## config.mk

```make
export PLATFORM = sky130hd
export DESIGN_NAME = aq_vfmau_mult_sched
export DESIGN_NICKNAME = d
export VERILOG_FILES = /design/src/rtl/aq_vfmau_pkg.sv /design/src/rtl/aq_vfmau_mult_arb.sv /design/src/rtl/aq_vfmau_mult_sched.sv
export SDC_FILE = /design/constraint.sdc
export NUM_CORES = 1
export LEC_CHECK = 0
export ABC_AREA = 1
export CAP_MARGIN = 20
export CORE_AREA = 2 2 54 56
export DETAILED_ROUTE_END_ITERATION = 7
export DIE_AREA = 0 0 56 58
export GPL_TIMING_DRIVEN = 0
export PLACE_DENSITY = 0.74
export REMOVE_ABC_BUFFERS = 1
export SYNTH_ARGS = -nofsm -noshare
export SYNTH_HDL_FRONTEND = slang
export SYNTH_SLANG_ARGS = --single-unit
```

## constraint.sdc

```tcl
create_clock -name forever_cpuclk -period 1.4 [get_ports forever_cpuclk]
set_input_delay 0.14 -clock forever_cpuclk [delete_from_list [all_inputs] [get_ports forever_cpuclk]]
set_output_delay 0.14 -clock forever_cpuclk [all_outputs]
set_load 0.02 [all_outputs]
```

## src/rtl/aq_vfmau_pkg.sv

```systemverilog
// Shared constants for the vector FMA multiplier scheduler: format bit
// positions, requester identities and a format-legality helper.
package aq_vfmau_pkg;

    // Bit positions inside the one-hot {bf16,f16,single,double} format field
    localparam int FMT_DOUBLE = 0;
    localparam int FMT_SINGLE = 1;
    localparam int FMT_F16    = 2;
    localparam int FMT_BF16   = 3;

    localparam logic SRC_MAIN    = 1'b0;
    localparam logic SRC_DIVSQRT = 1'b1;

    function automatic logic fmt_onehot(input logic [3:0] fmt);
        return (fmt != 4'd0) && ((fmt & (fmt - 4'd1)) == 4'd0);
    endfunction

endpackage

```

## src/rtl/aq_vfmau_mult_arb.sv

```systemverilog
// Two-way priority arbiter for the shared multiplier: the main FMA issue wins
// by default, and the div/sqrt requester is forced through after STARVE_MAX losses.
module aq_vfmau_mult_arb #(
    parameter int STARVE_MAX = 3,
    parameter int CNT_W      = 2
) (
    input  logic clk,
    input  logic rst,
    input  logic req0_vld,
    input  logic req1_vld,
    input  logic accept_en,
    output logic grant0,
    output logic grant1
);

    localparam logic [CNT_W-1:0] STARVE_LIM = CNT_W'(STARVE_MAX);

    logic [CNT_W-1:0] starve_cnt;
    logic             starved;

    assign starved = (starve_cnt == STARVE_LIM);
    assign grant1  = req1_vld & (~req0_vld | starved);
    assign grant0  = req0_vld & ~grant1;

    // The count only moves in cycles where a grant can actually be taken, so
    // stalls, flushes and warm-up leave the fairness history untouched.
    always_ff @(posedge clk) begin
        if (rst) begin
            starve_cnt <= '0;
        end else if (accept_en) begin
            if (grant0 & req1_vld) begin
                if (!starved) starve_cnt <= starve_cnt + CNT_W'(1);
            end else if (grant1 | ~req1_vld) begin
                starve_cnt <= '0;
            end
        end
    end

endmodule

```

## src/rtl/aq_vfmau_mult_sched.sv

```systemverilog
// Sequencer for the shared 53x53 fraction multiplier pipe (EX1 partial products,
// EX2 CSA/add): arbitration, EX1/EX2 valid tracking, pipe-down and flush.
module aq_vfmau_mult_sched
    import aq_vfmau_pkg::*;
#(
    parameter int TAG_W      = 2,
    parameter int STARVE_MAX = 3,
    parameter int CNT_W      = 2
) (
    input  logic             forever_cpuclk,
    input  logic             cpurst,
    input  logic             req0_vld,
    input  logic [3:0]       req0_fmt,
    input  logic [1:0]       req0_id_reg,
    input  logic [TAG_W-1:0] req0_tag,
    output logic             req0_rdy,
    input  logic             req1_vld,
    input  logic [3:0]       req1_fmt,
    input  logic [1:0]       req1_id_reg,
    input  logic [TAG_W-1:0] req1_tag,
    output logic             req1_rdy,
    input  logic             ctrl_flush,
    input  logic             ifu_vpu_warm_up,
    input  logic             ex2_rdy,
    output logic             ex1_double,
    output logic             ex1_single,
    output logic             ex1_f16,
    output logic             ex1_bf16,
    output logic [1:0]       ex1_id_reg,
    output logic             ex1_src_sel,
    output logic             ctrl_dp_ex1_inst_pipe_down,
    output logic             fmau_ex2_data_clk_en,
    output logic             ex2_vld,
    output logic             ex2_src,
    output logic [TAG_W-1:0] ex2_tag,
    output logic             fmt_err
);

    // Handshake: a requester's op is taken in any cycle where reqN_vld and
    // reqN_rdy are both high; ex2 result is consumed when ex2_vld and ex2_rdy.
    logic             ex1_vld;
    logic [TAG_W-1:0] ex1_tag;
    logic             grant0, grant1;
    logic             pipe_down, ex1_free, accept_en, accept;
    logic [3:0]       acc_fmt;
    logic             acc_legal;

    assign pipe_down = ex1_vld & (~ex2_vld | ex2_rdy) & ~ctrl_flush;
    assign ex1_free  = ~ex1_vld | pipe_down;
    assign accept_en = ex1_free & ~ctrl_flush & ~ifu_vpu_warm_up;

    aq_vfmau_mult_arb #(
        .STARVE_MAX(STARVE_MAX),
        .CNT_W     (CNT_W)
    ) u_arb (
        .clk      (forever_cpuclk),
        .rst      (cpurst),
        .req0_vld (req0_vld),
        .req1_vld (req1_vld),
        .accept_en(accept_en),
        .grant0   (grant0),
        .grant1   (grant1)
    );

    assign req0_rdy  = grant0 & accept_en;
    assign req1_rdy  = grant1 & accept_en;
    assign accept    = req0_rdy | req1_rdy;
    assign acc_fmt   = grant1 ? req1_fmt : req0_fmt;
    assign acc_legal = fmt_onehot(acc_fmt);

    assign ctrl_dp_ex1_inst_pipe_down = pipe_down;
    // Warm-up keeps the EX2 registers toggling even with nothing in flight
    assign fmau_ex2_data_clk_en       = pipe_down | ifu_vpu_warm_up;

    always_ff @(posedge forever_cpuclk) begin
        if (cpurst) begin
            ex1_vld     <= 1'b0;
            ex1_double  <= 1'b0;
            ex1_single  <= 1'b0;
            ex1_f16     <= 1'b0;
            ex1_bf16    <= 1'b0;
            ex1_id_reg  <= 2'b00;
            ex1_src_sel <= SRC_MAIN;
            ex1_tag     <= '0;
            fmt_err     <= 1'b0;
        end else begin
            if (ctrl_flush)     ex1_vld <= 1'b0;
            else if (accept)    ex1_vld <= 1'b1;
            else if (pipe_down) ex1_vld <= 1'b0;
            // Payload only loads on accept so it holds a stable value when empty
            if (accept) begin
                ex1_double  <= acc_legal & acc_fmt[FMT_DOUBLE];
                ex1_single  <= acc_legal & acc_fmt[FMT_SINGLE];
                ex1_f16     <= acc_legal & acc_fmt[FMT_F16];
                ex1_bf16    <= acc_legal & acc_fmt[FMT_BF16];
                ex1_id_reg  <= grant1 ? req1_id_reg : req0_id_reg;
                ex1_src_sel <= grant1 ? SRC_DIVSQRT : SRC_MAIN;
                ex1_tag     <= grant1 ? req1_tag : req0_tag;
                if (!acc_legal) fmt_err <= 1'b1;
            end
        end
    end

    always_ff @(posedge forever_cpuclk) begin
        if (cpurst) begin
            ex2_vld <= 1'b0;
            ex2_src <= SRC_MAIN;
            ex2_tag <= '0;
        end else begin
            if (ctrl_flush)     ex2_vld <= 1'b0;
            else if (pipe_down) ex2_vld <= 1'b1;
            else if (ex2_rdy)   ex2_vld <= 1'b0;
            if (pipe_down) begin
                ex2_src <= ex1_src_sel;
                ex2_tag <= ex1_tag;
            end
        end
    end

endmodule
```

After elaboration in Yosys (flattened, before gate mapping)
Index checks and enable logic that the tools add are counted.

word-level totals
  register bits after elaboration = 17
  output and inout bits = 16
  bits of input ports = 23
  word-level logic and storage cells = 65

operators by class
  add/sub/neg operators = 2
  reduce and logical (&&, ||, !) cells = 9
  muxes and demuxes = 11
  eq/ne operators = 2
  bitwise logic cells = 28

operators by type and width
  operator                                          count
  AND 1 bit                                         13
  two-way mux 2 bit                                 5
  inverter 1 bit                                    8
  bitwise OR 1 bit                                  6
  nonzero test 2 bit                                3
  two-way mux 1 bit                                 5
  AND 4 bit                                         1
  zero test 4 bit                                   1
  two-way mux 4 bit                                 1
  nonzero test 4 bit                                1
  subtractor 4 x 1 -> 4 bit, second input constant  1
  AND reduction 3 bit                               1
  adder 2 x 1 -> 2 bit, second input constant       1
  equality test 2 bit, second input constant        1
  inequality test 2 bit, second input constant      1
  AND reduction 2 bit                               1
  OR reduction 2 bit                                1
  logical AND 1 bit                                 1

Logic depth before layout (Yosys ltp)
Gate-level depths: netlist (run 1).

  word-level depth = 10
  gate-level depth with buffers = 12
  depth with buffers taken out = 12

By module
Synthesis (run 1) repeated with hierarchy kept, for this count alone.

unflattened totals
  cell total of the unflattened synthesis = 152
  area, all modules = 965.9 um2

modules (own cells, without submodules)
  module               cells each  area each (um2)  times used  sequential area each (um2)
  aq_vfmau_mult_sched  135         848.3            1           300.3
  aq_vfmau_mult_arb    17          117.6            1           40.0

Worst setup path before layout (run 1)
No wires, ideal clock.

  path type = flip-flop to flip-flop
  start point = reg u_arb.starve_cnt[0]
  end point = reg ex1_bf16
  path buffers = 1
  data required time = 1.287 ns
  cell stages (with the launch flop) = 13
  arrival time = 1.339 ns
  path slack = -0.052 ns
  clock period less this slack = 1.452 ns
  setup time = 0.113 ns
  cell sequence = dfxtp_1 > ha_1 > inv_1 > nand2_4 > nand2_4 > inv_6 > nor2_8 > nand3_4 > nand2_4 > buf_12 > nand2_1 > o21ai_2 > nor2_1

between the ends
  word-level cells in the longest chain between the ends = 9
  elaborated cells on any way between the ends = 15
  those cells by class = add/sub (1); eq/ne (1); mux (1); bitwise (9); reduce/logical (3)

ends and longest elaborated chain
  item                       line                       source
  start: declaration         aq_vfmau_mult_arb.sv:18    logic [CNT_W-1:0] starve_cnt;
  start signal: assignment   aq_vfmau_mult_arb.sv:32    if (!starved) starve_cnt <= starve_cnt + CNT_W'(1);
  equality test 2 bit *      aq_vfmau_mult_arb.sv:21    assign starved = (starve_cnt == STARVE_LIM);
  bitwise OR 1 bit *         aq_vfmau_mult_arb.sv:22    assign grant1 = req1_vld & (~req0_vld | starved);
  AND 1 bit *                aq_vfmau_mult_arb.sv:22
  two-way mux 4 bit          aq_vfmau_mult_sched.sv:68  assign acc_fmt = grant1 ? req1_fmt : req0_fmt;
  subtractor 4 x 1 -> 4 bit  aq_vfmau_pkg.sv:15         return (fmt != 4'd0) && ((fmt & (fmt - 4'd1)) == 4'd0);
  AND 4 bit                  aq_vfmau_pkg.sv:15
  zero test 4 bit            aq_vfmau_pkg.sv:15
  logical AND 1 bit          aq_vfmau_pkg.sv:15
  AND 1 bit                  aq_vfmau_mult_sched.sv:95  ex1_bf16 <= acc_legal & acc_fmt[FMT_BF16];
  end signal: assignment     aq_vfmau_mult_sched.sv:95
  end: declaration           aq_vfmau_mult_sched.sv:28  output logic ex1_bf16,

Mark *: on every way between the ends. The rest lies on a longest branch, timed or not.
A chain may end at the register's enable or synchronous reset.

Final worst setup path (run 1)
  start point = reg u_arb.starve_cnt[0]
  end point = reg ex1_double

between the ends
  word-level cells in the longest chain between the ends = 9
  elaborated cells on any way between the ends = 15
  those cells by class = add/sub (1); eq/ne (1); mux (1); bitwise (9); reduce/logical (3)

ends and longest elaborated chain
  item                       line                       source
  equality test 2 bit *      aq_vfmau_mult_arb.sv:21
  bitwise OR 1 bit *         aq_vfmau_mult_arb.sv:22
  AND 1 bit *                aq_vfmau_mult_arb.sv:22
  two-way mux 4 bit          aq_vfmau_mult_sched.sv:68
  subtractor 4 x 1 -> 4 bit  aq_vfmau_pkg.sv:15
  AND 4 bit                  aq_vfmau_pkg.sv:15
  zero test 4 bit            aq_vfmau_pkg.sv:15
  logical AND 1 bit          aq_vfmau_pkg.sv:15
  AND 1 bit                  aq_vfmau_mult_sched.sv:92  ex1_double <= acc_legal & acc_fmt[FMT_DOUBLE];
  end signal: assignment     aq_vfmau_mult_sched.sv:92
  end: declaration           aq_vfmau_mult_sched.sv:25  output logic ex1_double,

Marks and branches as above.

==> insert_results.sql, run 1 <==
INSERT INTO impl_metrics (metric_group, metric, value, unit) VALUES
('run_status', 'run_status', 'complete, but fails checks', ''),
('run_status', 'failing_checks', 'negative setup slack', ''),
('job', 'count_of_maximum_capacitance_violations', '0', ''),
('timing', 'rsz0062_at_grt', 'true', ''),
('place', 'place_inst', '209', ''),
('cts', 'cts_max_path_buffers', '2', ''),
('cts', 'ctsRootBufferMaster', 'sky130_fd_sc_hd__clkbuf_4', ''),
('drt', 'aggregate_routed_wire_length', '2780', 'um'),
('power', 'p_seq_share', '46.0', '%'),
('layout', 'fin_cells', '225', ''),
('place', 'io_buffer_count', '38', ''),
('power', 'netSwitchingPower', '0.350', 'mW'),
('drt', 'met2WireLength', '1560', 'um'),
('drt', 'drtAntennaViolNets', '0', ''),
('drt', 'drt_drc_violations_left', '0', ''),
('floorplan', 'floorplan.io_pins', '39', ''),
('floorplan', 'design.die.area', '3250', 'sq um'),
('critical_path', 'worstPathMaxFanout', '6', ''),
('synth', 'yosys_top_cell_area_share', '33.6', '%'),
('power', 'irDropWorstVdd', '539', 'uV'),
('critical_path', 'timing.setup.critical_path_class', 'reg2reg', ''),
('timing', 'worst_slack_setup_final', '-175', 'ps'),
('layout', 'design.final.nets', '219', ''),
('power', 'sw_frac_of_total', '30.7', '%'),
('synth', 'synthDominantAreaCellType', 'sky130_fd_sc_hd__dfxtp_1', ''),
('drt', 'route.top_layer_used', 'met3', ''),
('timing', 'timing_max_transition_violations_final', '0', ''),
('critical_path', 'worstPathArrival', '1760', 'ps'),
('timing', 'finalHoldWorstSlack', '473', 'ps'),
('cts', 'cts-hold-fix-buffers', '0', ''),
('timing', 'setup-tns-final', '-1680', 'ps'),
('cts', 'htree_levels', '1', ''),
('layout', 'layout-drive-gt1-share', '27.8', '%'),
('power', 'power.internal', '0.789', 'mW'),
('grt', 'grt_start_max_net_pins', '13', ''),
('hold_path', 'holdCritPathClass', 'reg2reg', ''),
('floorplan', 'width_of_the_die', '56', 'um'),
('drt', 'drt-initial-drc-count', '11', ''),
('grt', 'antenna_found_initial', '0', ''),
('synth', 'synth_cell_type_count', '23', ''),
('layout', 'finish.utilization', '61.0', '%'),
('floorplan', 'initial_core_util', '38.0', '%'),
('critical_path', 'crit_path_start_kind', 'flip-flop', ''),
('grt', 'grt_first_pass_wirelength', '4230', 'um'),
('drt', 'viasPerCell', '4.78', ''),
('timing', 'timing.fmax', '0.635', 'GHz'),
('timing', 'setup_viol_count_final', '14', ''),
('timing', 'final_min_period_over_clock_period', '112', '%'),
('drt', 'wirelength_met1', '1070', 'um'),
('synth', 'syn_area_per_cell', '7.08', 'sq um'),
('floorplan', 'design.core.area', '2660', 'sq um'),
('synth', 'postSynthRegisterBits', '17', ''),
('synth', 'synth.cell_area', '1010', 'sq um'),
('layout', 'antenna_cells', '0', ''),
('timing', 'number_of_endpoints_with_negative_hold_slack_in_the_final_report', '0', ''),
('drt', 'route.detailed.wl_per_inst', '12.4', 'um'),
('power', 'leakage_component_of_the_power', '0.863', 'nW'),
('timing', 'skew', '4.60', 'ps'),
('place', 'gp_congestion', '0.800', ''),
('place', 'dp_slack', '-772', 'ps'),
('power', 'share_clk_of_total_power', '23.4', '%'),
('cts', 'insertion_delay', '290', 'ps'),
('place', 'dpl_cell_area', '1400', 'sq um'),
('drt', 'met3_length', '155', 'um'),
('floorplan', 'site_row_count', '19', ''),
('place', 'dpl.hpwl', '1910', 'um'),
('synth', 'cell_types_with_the_largest_area_share_after_synthesis', 'sky130_fd_sc_hd__dfxtp_1, sky130_fd_sc_hd__nand2_1, sky130_fd_sc_hd__nor2_1', ''),
('timing', 'slew_headroom', '64.2', '%'),
('timing', 'worst_margin_slew', '537', 'ps'),
('floorplan', 'fp.dieH', '58', 'um'),
('critical_path', 'critPathCaptureType', 'flip-flop', '');
==> layout by cell type, fill, tap and decap left out <==
master	count
sky130_fd_sc_hd__a21boi_0	1
sky130_fd_sc_hd__a21oi_1	1
sky130_fd_sc_hd__a21oi_2	1
sky130_fd_sc_hd__a21oi_4	1
sky130_fd_sc_hd__buf_12	1
sky130_fd_sc_hd__buf_2	1
sky130_fd_sc_hd__buf_4	7
sky130_fd_sc_hd__buf_6	5
sky130_fd_sc_hd__buf_8	1
sky130_fd_sc_hd__clkbuf_1	1
sky130_fd_sc_hd__clkbuf_2	1
sky130_fd_sc_hd__clkbuf_4	3
sky130_fd_sc_hd__clkdlybuf4s50_1	21
sky130_fd_sc_hd__dfxtp_1	15
sky130_fd_sc_hd__dfxtp_2	2
sky130_fd_sc_hd__dlygate4sd2_1	8
sky130_fd_sc_hd__dlymetal6s2s_1	5
sky130_fd_sc_hd__ha_4	1
sky130_fd_sc_hd__inv_1	12
sky130_fd_sc_hd__inv_2	2
sky130_fd_sc_hd__inv_4	2
sky130_fd_sc_hd__inv_6	1
sky130_fd_sc_hd__inv_8	1
sky130_fd_sc_hd__nand2_1	34
sky130_fd_sc_hd__nand2_2	11
sky130_fd_sc_hd__nand2_4	1
sky130_fd_sc_hd__nand2_8	2
sky130_fd_sc_hd__nand3_1	6
sky130_fd_sc_hd__nand3_2	1
sky130_fd_sc_hd__nand3_4	3
sky130_fd_sc_hd__nand3b_1	4
sky130_fd_sc_hd__nand4_1	1
sky130_fd_sc_hd__nor2_1	23
sky130_fd_sc_hd__nor2_8	1
sky130_fd_sc_hd__o211a_1	1
sky130_fd_sc_hd__o21ai_0	3
sky130_fd_sc_hd__o21ai_1	4
sky130_fd_sc_hd__o21ai_2	5
==> layer usage <==
layer	up-vias	GRT usage, %
li1	553	-
met1	493	16.1
met2	30	34.1
met3	0	4.24
met4	0	4.76
met5	-	0
==> layout make-up <==
cell class              instances  area (sq um)  share of cell area, %
flip-flops and latches         17           343                   21.1
multi-input cells             105           634                   39.1
repair buffers                 50           497                   30.6
well taps                      31          38.8                   2.39
inverters                      18          85.1                   5.24
clock buffers                   4          26.3                   1.62
==> critical path, cell delays in order, from the launching register on <==
cell                      delay (ps)
sky130_fd_sc_hd__dfxtp_2         350
sky130_fd_sc_hd__ha_4            160
sky130_fd_sc_hd__inv_4            50
sky130_fd_sc_hd__nand2_4          60
sky130_fd_sc_hd__nand2_8          90
sky130_fd_sc_hd__inv_8            50
sky130_fd_sc_hd__nor2_8           90
sky130_fd_sc_hd__nand3_4          90
sky130_fd_sc_hd__buf_12          150
sky130_fd_sc_hd__nand2_8          80
sky130_fd_sc_hd__buf_6           140
sky130_fd_sc_hd__nand2_2          50
sky130_fd_sc_hd__o21ai_2          50
sky130_fd_sc_hd__nor2_1           50
==> path summary, 6_finish.rpt <==
kind / cells after the start / from / to / slack (ps)
max: 13 / u_arb.starve_cnt[0]$_SDFFE_PP0P_ / ex1_double$_SDFFE_PP0P_ / -170
min: 2 / fmt_err$_SDFFE_PP0P_ / fmt_err$_SDFFE_PP0P_ / 470
max reg2reg: 13 / u_arb.starve_cnt[0]$_SDFFE_PP0P_ / ex1_double$_SDFFE_PP0P_ / -170
min reg2reg: 2 / fmt_err$_SDFFE_PP0P_ / fmt_err$_SDFFE_PP0P_ / 470
==> Yosys cell counts, drive strengths merged <==
master and number:
nand3b 4, nand3 10, nor2 24, inv 18, a21boi 1, nand2 48, o211a 1, buf 3
o21ai 12, dfxtp 17, nand4 1, a21oi 3, ha 1
==> power groups by stage <==
stage,clock network (mW),logic [mW],registers (mW)
after floorplan,0,0.140,0.551
after global placement,0,0.290,0.532
after detailed placement,0,0.298,0.533
after CTS,0.283,0.335,0.523
after global routing,0.298,0.377,0.526
final,0.266,0.349,0.524
==> what timing repair did <==
item	4_1_cts	5_1_grt
buffers inserted	10	2
resized for setup	49	18
setup endpoints to repair	24	22
pin swaps	8	4
==> kinds of logic after synthesis <==
group / synth area share (%)
and+or+nand+nor: 43.8
buffers and inverters: 10.8
AOI/OAI and AO/OA: 10.6
DFF: 33.6
adders and majority gates: 1.24
Note: power is estimated with default switching activity, not from simulation.
==> run 2: changes to the inputs <==
--- a/config.mk
+++ b/config.mk
@@ -7,11 +7,11 @@
 export LEC_CHECK = 0
 export ABC_AREA = 1
 export CAP_MARGIN = 20
-export CORE_AREA = 2 2 54 56
+export CORE_AREA = 2 2 62 50
 export DETAILED_ROUTE_END_ITERATION = 7
-export DIE_AREA = 0 0 56 58
+export DIE_AREA = 0 0 64 52
 export GPL_TIMING_DRIVEN = 0
-export PLACE_DENSITY = 0.74
+export PLACE_DENSITY = 0.73
 export REMOVE_ABC_BUFFERS = 1
 export SYNTH_ARGS = -nofsm -noshare
 export SYNTH_HDL_FRONTEND = slang
==> run 2 against run 1 <==
The run still ends with negative setup slack left; fmax down 0.13%; sequential share of layout area down 0.80 points; combinational power grew 5%; global-route usage up 0.46 points; hold slack lost 21 ps; largest cell class unchanged.
==> insert_results.sql, run 2 (synthesis gave the netlist of run 1 again) <==
INSERT INTO impl_metrics (metric_group, metric, value, unit) VALUES
('critical_path', 'crit_path_top_delay_cell', 'sky130_fd_sc_hd__dfxtp_2', ''),
('critical_path', 'timing.setup.critical_path_class', 'reg2out', ''),
('timing', 'number_of_endpoints_with_negative_hold_slack_in_the_final_report', '0', ''),
('power', 'netSwitchingPower', '0.349', 'mW'),
('cts', 'cts_max_path_buffers', '2', ''),
('floorplan', 'width_of_the_die', '64', 'um'),
('cts', 'ctsRootBufferMaster', 'sky130_fd_sc_hd__clkbuf_4', ''),
('power', 'power_frac_comb', '31.9', '%'),
('layout', 'layout.filler_cells', '247', ''),
('critical_path', 'critical_path.cell_chain', 'ha_4, inv_4, nand2_4, nand2_8, inv_8, nor2_8, nand3_4, inv_2, buf_6', ''),
('place', 'io_buffer_count', '38', ''),
('hold_path', 'min_delay_path_depth', '2', ''),
('layout', 'layout-drive-gt1-share', '31.3', '%'),
('power', 'p_seq_share', '45.5', '%'),
('timing', 'slew_headroom', '66.4', '%'),
('layout', 'antenna_cells', '0', ''),
('timing', 'timing_max_transition_violations_final', '0', ''),
('critical_path', 'worstPathRequired', '1260', 'ps'),
('floorplan', 'fp.dieH', '52', 'um'),
('floorplan', 'site_row_count', '17', ''),
('grt', 'first_global_vias', '1051', ''),
('drt', 'drt_drc_violations_left', '0', ''),
('layout', 'final_common_cell', 'sky130_fd_sc_hd__nand2_1', ''),
('power', 'sw_frac_of_total', '30.3', '%'),
('timing', 'worst_slack_setup_final', '-177', 'ps'),
('critical_path', 'critPathCaptureType', 'primary output', ''),
('grt', 'grt.total_usage', '17.1', '%'),
('power', 'irDropWorstVdd', '437', 'uV'),
('critical_path', 'crit_path_start_kind', 'flip-flop', ''),
('timing', 'worst_margin_slew', '505', 'ps'),
('critical_path', 'worstPathMaxFanout', '3', ''),
('cts', 'htree_levels', '1', ''),
('timing', 'skew', '2.03', 'ps'),
('timing', 'rsz0062_at_grt', 'true', ''),
('layout', 'finish.utilization', '61.5', '%'),
('layout', 'design.final.nets', '226', ''),
('drt', 'aggregate_routed_wire_length', '2830', 'um'),
('floorplan', 'design.die.area', '3330', 'sq um'),
('floorplan', 'initial_core_util', '36.9', '%'),
('drt', 'viasPerCell', '4.58', ''),
('place', 'gp_congestion', '0.744', ''),
('job', 'count_of_maximum_capacitance_violations', '0', ''),
('timing', 'timing.fmax', '0.634', 'GHz'),
('place', 'dpl_cell_area', '1400', 'sq um'),
('grt', 'global_route.overflow_total', '0', ''),
('critical_path', 'critical_path.max_stage_delay', '350', 'ps'),
('timing', 'finalWorstPathRequiredPeriod', '1580', 'ps'),
('hold_path', 'holdCritPathClass', 'reg2reg', ''),
('floorplan', 'floorplan.io_pins', '39', ''),
('timing', 'final_min_period_over_clock_period', '113', '%'),
('power', 'power.density_cell_area', '683', 'nW/um^2'),
('grt', 'grt_first_pass_wirelength', '4430', 'um'),
('run_status', 'failing_checks', 'negative setup slack', ''),
('layout', 'fin_cells', '239', ''),
('power', 'share_clk_of_total_power', '22.6', '%'),
('layout', 'finish.instance_area', '1690', 'sq um'),
('cts', 'clk_pin_slew', '100', 'ps'),
('floorplan', 'design.core.area', '2740', 'sq um'),
('cts', 'tritoncts', 'built', ''),
('place', 'place_inst', '216', ''),
('layout', 'layout_area_growth_over_synthesis', '66.7', '%'),
('cts', 'clkSinkCount', '17', ''),
('drt', 'route.detailed.wl_per_inst', '11.8', 'um'),
('grt', 'antenna_found_initial', '0', ''),
('drt', 'num_vias', '1094', ''),
('timing', 'setup_viol_count_final', '14', ''),
('grt', 'grt_start_max_net_pins', '15', ''),
('critical_path', 'worstRegToRegCells', '12', ''),
('layout', 'layout.cells.most_common_list', 'sky130_fd_sc_hd__nand2_1, sky130_fd_sc_hd__clkdlybuf4s50_1, sky130_fd_sc_hd__nor2_1, sky130_fd_sc_hd__dfxtp_1, sky130_fd_sc_hd__buf_4', ''),
('drt', 'drtAntennaViolNets', '0', ''),
('drt', 'drt_pre_antenna_iters', '4', ''),
('power', 'leakage_component_of_the_power', '0.903', 'nW'),
('run_status', 'run_status', 'complete, but fails checks', ''),
('place', 'dpl.hpwl', '1900', 'um'),
('critical_path', 'worstPathArrival', '1440', 'ps'),
('cts', 'number_of_buffers_created_by_cts', '3', ''),
('cts', 'cts-hold-fix-buffers', '0', ''),
('power', 'power.internal', '0.804', 'mW'),
('drt', 'drt-initial-drc-count', '22', ''),
('cts', 'insertion_delay', '280', 'ps');
-- run 2: metal layers --
metal | share of wire (%) | wire length, um | vias up | GRT usage, %
li1 | - | - | 568 | -
met1 | 43 | 1230 | 494 | 19.9
met2 | 51 | 1440 | 28 | 32.1
met3 | 5.2 | 146 | 4 | 4.11
met4 | 0.57 | 16 | 0 | 2.90
met5 | 0 | 0 | - | 0
-- run 2: worst max-delay path: cells and delay by family (launching register included) --
family,cells,cell delay (ps)
and+or+nand+nor,4,350
buffers and inverters,4,290
DFF,1,350
adders and majority gates,1,160
-- run 2: path summary, 6_finish.rpt --
kind,start,to,slack (ps)
max,u_arb.starve_cnt[1]$_SDFFE_PP0P_,req0_rdy,-180
min reg2reg,fmt_err$_SDFFE_PP0P_,fmt_err$_SDFFE_PP0P_,450
max reg2reg,u_arb.starve_cnt[1]$_SDFFE_PP0P_,ex1_double$_SDFFE_PP0P_,-160
min,fmt_err$_SDFFE_PP0P_,fmt_err$_SDFFE_PP0P_,450
-- run 2: power groups by stage --
stage | clock [mW] | combinational [mW] | sequential (mW)
after floorplan | 0 | 0.140 | 0.551
after global placement | 0 | 0.290 | 0.532
after detailed placement | 0 | 0.297 | 0.533
after CTS | 0.271 | 0.313 | 0.523
after global routing | 0.299 | 0.399 | 0.528
final | 0.261 | 0.368 | 0.524
-- run 2: metrics by stage --
stage / power (mW) / hold WS (ps) / TNS [ps] / worst slack [ps]
2_1_floorplan: 0.691 / 209 / -1110 / -128
3_3_place_gp: 0.822 / 436 / -7560 / -743
6_report: 1.15 / 452 / -1440 / -177
3_5_place_dp: 0.831 / 441 / -8380 / -775
4_1_cts: 1.11 / 456 / -1560 / -174
5_1_grt: 1.23 / 467 / -2470 / -250
-- run 2: what timing repair did --
action / 4_1_cts / 5_1_grt
setup buffers: 8 / 11
pin swaps: 2 / 2
endpoints found under the setup margin: 23 / 23
resized for setup: 36 / 30
-- run 2: cell type report --
cell class              instances  area (sq um)  area share, %
clock buffers                   4          26.3           1.56
inverters                      18          81.3           4.82
multi-input cells             105           637           37.7
flip-flops and latches         17           343           20.3
well taps                      38          47.5           2.82
repair buffers                 57           553           32.8
==> run 3: changes to the inputs <==
--- a/config.mk
+++ b/config.mk
@@ -11,7 +11,8 @@
 export DETAILED_ROUTE_END_ITERATION = 7
 export DIE_AREA = 0 0 64 52
 export GPL_TIMING_DRIVEN = 0
-export PLACE_DENSITY = 0.73
+export MAX_ROUTING_LAYER = met4
+export PLACE_DENSITY = 0.83
 export REMOVE_ABC_BUFFERS = 1
 export SYNTH_ARGS = -nofsm -noshare
 export SYNTH_HDL_FRONTEND = slang
==> run 3 against run 2 <==
The run still ends with negative setup slack left; total power is 0.34% higher; via count is 2.4% lower; first-iteration DRC count is 32% higher; non-clock buffer count is 5 lower; flip-flop and latch count stayed put; routed wire length is 11% lower; critical path depth is 1 lower; count of clock-buffer cells in the layout stayed put; sequential share of layout area is 0.41 points higher; sequential power hardly changed; setup slack stayed put; clock power is 7% higher; critical endpoint is now req1_rdy.
==> insert_results.sql, run 3 (synthesis gave the netlist of run 1 again) <==
INSERT INTO impl_metrics (metric_group, metric, value, unit) VALUES
('drt', 'drtAntennaViolNets', '0', ''),
('timing', 'setup_viol_count_final', '14', ''),
('drt', 'aggregate_routed_wire_length', '2520', 'um'),
('grt', 'grt_start_max_net_pins', '13', ''),
('run_status', 'failing_checks', 'negative setup slack', ''),
('hold_path', 'timing.hold.worst.start', 'fmt_err$_SDFFE_PP0P_', ''),
('drt', 'viasPerCell', '4.56', ''),
('floorplan', 'site_row_count', '17', ''),
('critical_path', 'critical_path.cell_chain', 'ha_4, inv_2, nand2_4, nand2_8, inv_8, nand3_4, inv_4, buf_6', ''),
('grt', 'global_route.overflow_total', '0', ''),
('cts', 'htree_levels', '1', ''),
('critical_path', 'critical_path.max_stage_delay', '370', 'ps'),
('floorplan', 'initial_core_util', '36.9', '%'),
('run_status', 'run_status', 'complete, but fails checks', ''),
('cts', 'clk_pin_slew', '110', 'ps'),
('critical_path', 'worstPathRequired', '1260', 'ps'),
('power', 'p_total', '1.16', 'mW'),
('critical_path', 'timing.setup.critical_path_class', 'reg2out', ''),
('drt', 'num_vias', '1068', ''),
('layout', 'layout-drive-gt1-share', '28.6', '%'),
('timing', 'rsz0062_at_grt', 'true', ''),
('power', 'power.density_cell_area', '699', 'nW/um^2'),
('job', 'count_of_maximum_capacitance_violations', '0', ''),
('floorplan', 'design.core.area', '2740', 'sq um'),
('layout', 'fin_cells', '234', ''),
('grt', 'first_global_vias', '893', ''),
('critical_path', 'critPathCaptureType', 'primary output', ''),
('critical_path', 'worstRegToRegCells', '13', ''),
('critical_path', 'crit_path_start_kind', 'flip-flop', ''),
('drt', 'drt_pre_antenna_iters', '7', ''),
('timing', 'timing_max_transition_violations_final', '0', ''),
('timing', 'skew', '9.18', 'ps'),
('cts', 'ctsRootBufferMaster', 'sky130_fd_sc_hd__clkbuf_4', ''),
('layout', 'final_common_cell', 'sky130_fd_sc_hd__nand2_1', ''),
('drt', 'drt-initial-drc-count', '29', ''),
('grt', 'grt.total_usage', '15.4', '%'),
('cts', 'tritoncts', 'built', ''),
('timing', 'final_min_period_over_clock_period', '113', '%'),
('critical_path', 'r2r_setup_slack', '-160', 'ps'),
('floorplan', 'fp.dieH', '52', 'um'),
('cts', 'insertion_delay', '310', 'ps'),
('hold_path', 'min_to', 'fmt_err$_SDFFE_PP0P_', ''),
('critical_path', 'crit_path_top_delay_cell', 'sky130_fd_sc_hd__dfxtp_2', ''),
('floorplan', 'width_of_the_die', '64', 'um'),
('layout', 'antenna_cells', '0', ''),
('grt', 'antenna_found_initial', '0', ''),
('layout', 'layout.cells.most_common_list', 'sky130_fd_sc_hd__nand2_1, sky130_fd_sc_hd__nor2_1, sky130_fd_sc_hd__clkdlybuf4s50_1, sky130_fd_sc_hd__dfxtp_1, sky130_fd_sc_hd__inv_1', ''),
('cts', 'number_of_buffers_created_by_cts', '3', ''),
('timing', 'worst_margin_slew', '540', 'ps'),
('hold_path', 'holdCritPathClass', 'reg2reg', ''),
('critical_path', 'worstPathMaxFanout', '3', ''),
('layout', 'layout_area_growth_over_synthesis', '63.4', '%'),
('place', 'dpl.hpwl', '1610', 'um'),
('timing', 'slew_headroom', '64.0', '%'),
('critical_path', 'reg2reg_to', 'ex1_double$_SDFFE_PP0P_', ''),
('floorplan', 'floorplan.io_pins', '39', ''),
('grt', 'grt_first_pass_wirelength', '3840', 'um'),
('drt', 'drt_drc_violations_left', '0', ''),
('timing', 'timing.fmax', '0.634', 'GHz'),
('cts', 'cts-hold-fix-buffers', '0', ''),
('place', 'place_inst', '216', ''),
('timing', 'worst_slack_setup_final', '-177', 'ps'),
('floorplan', 'design.die.area', '3330', 'sq um'),
('timing', 'number_of_endpoints_with_negative_hold_slack_in_the_final_report', '0', ''),
('critical_path', 'worstPathArrival', '1440', 'ps'),
('power', 'leakage_component_of_the_power', '0.878', 'nW'),
('drt', 'route.detailed.wl_per_inst', '10.8', 'um'),
('hold_path', 'min_delay_path_depth', '2', ''),
('place', 'gp_congestion', '0.812', ''),
('critical_path', 'worst_setup_path_startpoint', 'u_arb.starve_cnt[1]$_SDFFE_PP0P_', ''),
('place', 'io_buffer_count', '38', ''),
('critical_path', 'r2r_start', 'u_arb.starve_cnt[1]$_SDFFE_PP0P_', ''),
('cts', 'cts_max_path_buffers', '2', ''),
('timing', 'finalWorstPathRequiredPeriod', '1580', 'ps'),
('layout', 'design.final.nets', '221', ''),
('power', 'irDropWorstVdd', '392', 'uV'),
('cts', 'clkSinkCount', '17', '');
==> run 3: where the power goes <==
part	total [mW]	internal (mW)	switching [mW]
Combinational	0.355	0.178	0.176
Sequential	0.522	0.508	0.0149
Clock	0.280	0.111	0.168
Total	1.16	0.797	0.359
==> run 3: through the flow <==
stage                     setup TNS, ps  utilization (%)  cell area [sq um]  setup WS, ps  hold slack (ps)
after floorplan                   -1110                -                976          -128              209
after global placement            -7880             51.2               1400          -756              437
after detailed placement          -8210             51.2               1400          -779              443
after CTS                         -1370             57.4               1570          -155              458
after global routing              -2800             60.3               1650          -253              480
final                             -1610             60.3               1650          -177              453
==> run 3: worst max-delay path by stage <==
| stage | endpoint | cells past startpoint | slack (ps) |
|---|---|---|---|
| 5_1_grt | req1_rdy | 8 | -250 |
| 2_1_floorplan | ex1_id_reg[0]$_SDFFE_PP0P_ | 11 | -130 |
| 3_3_place_gp | req1_rdy | 6 | -760 |
| 4_1_cts | req0_rdy | 9 | -150 |
| 3_5_place_dp | req1_rdy | 6 | -780 |
| 6_report | req1_rdy | 8 | -180 |
==> run 3: critical path: cells and delay by family, from the launching register on <==
kind          cells  cell delay (ps)
simple gates      3              270
flops             1              370
buf+inv           4              350
fa+ha+maj         1              130
==> run 3: layout make-up <==
class	instances	area, sq um
Fill cell	217	1090
Sequential cell	17	343
Timing Repair Buffer	52	526
Clock buffer	4	26.3
Inverter	18	77.6
Tap cell	38	47.5
Multi-Input combinational cell	105	634
==> run 3: layer usage <==
layer	vias up	GRT usage, %	wire [um]
li1	554	-	-
met2	41	23.1	1050
met3	4	5.19	242
met1	469	20.1	1190
met5	-	-	0
met4	0	3.26	31
==> run 3: timing repair <==
| action | in CTS | in global routing |
|---|---|---|
| gates cloned | 0 | 1 |
| hold endpoints to repair | 0 | 0 |
| endpoints found under the setup margin | 22 | 21 |
| buffers inserted | 11 | 2 |
| pin swaps | 3 | 11 |
| gates resized for setup | 44 | 19 |
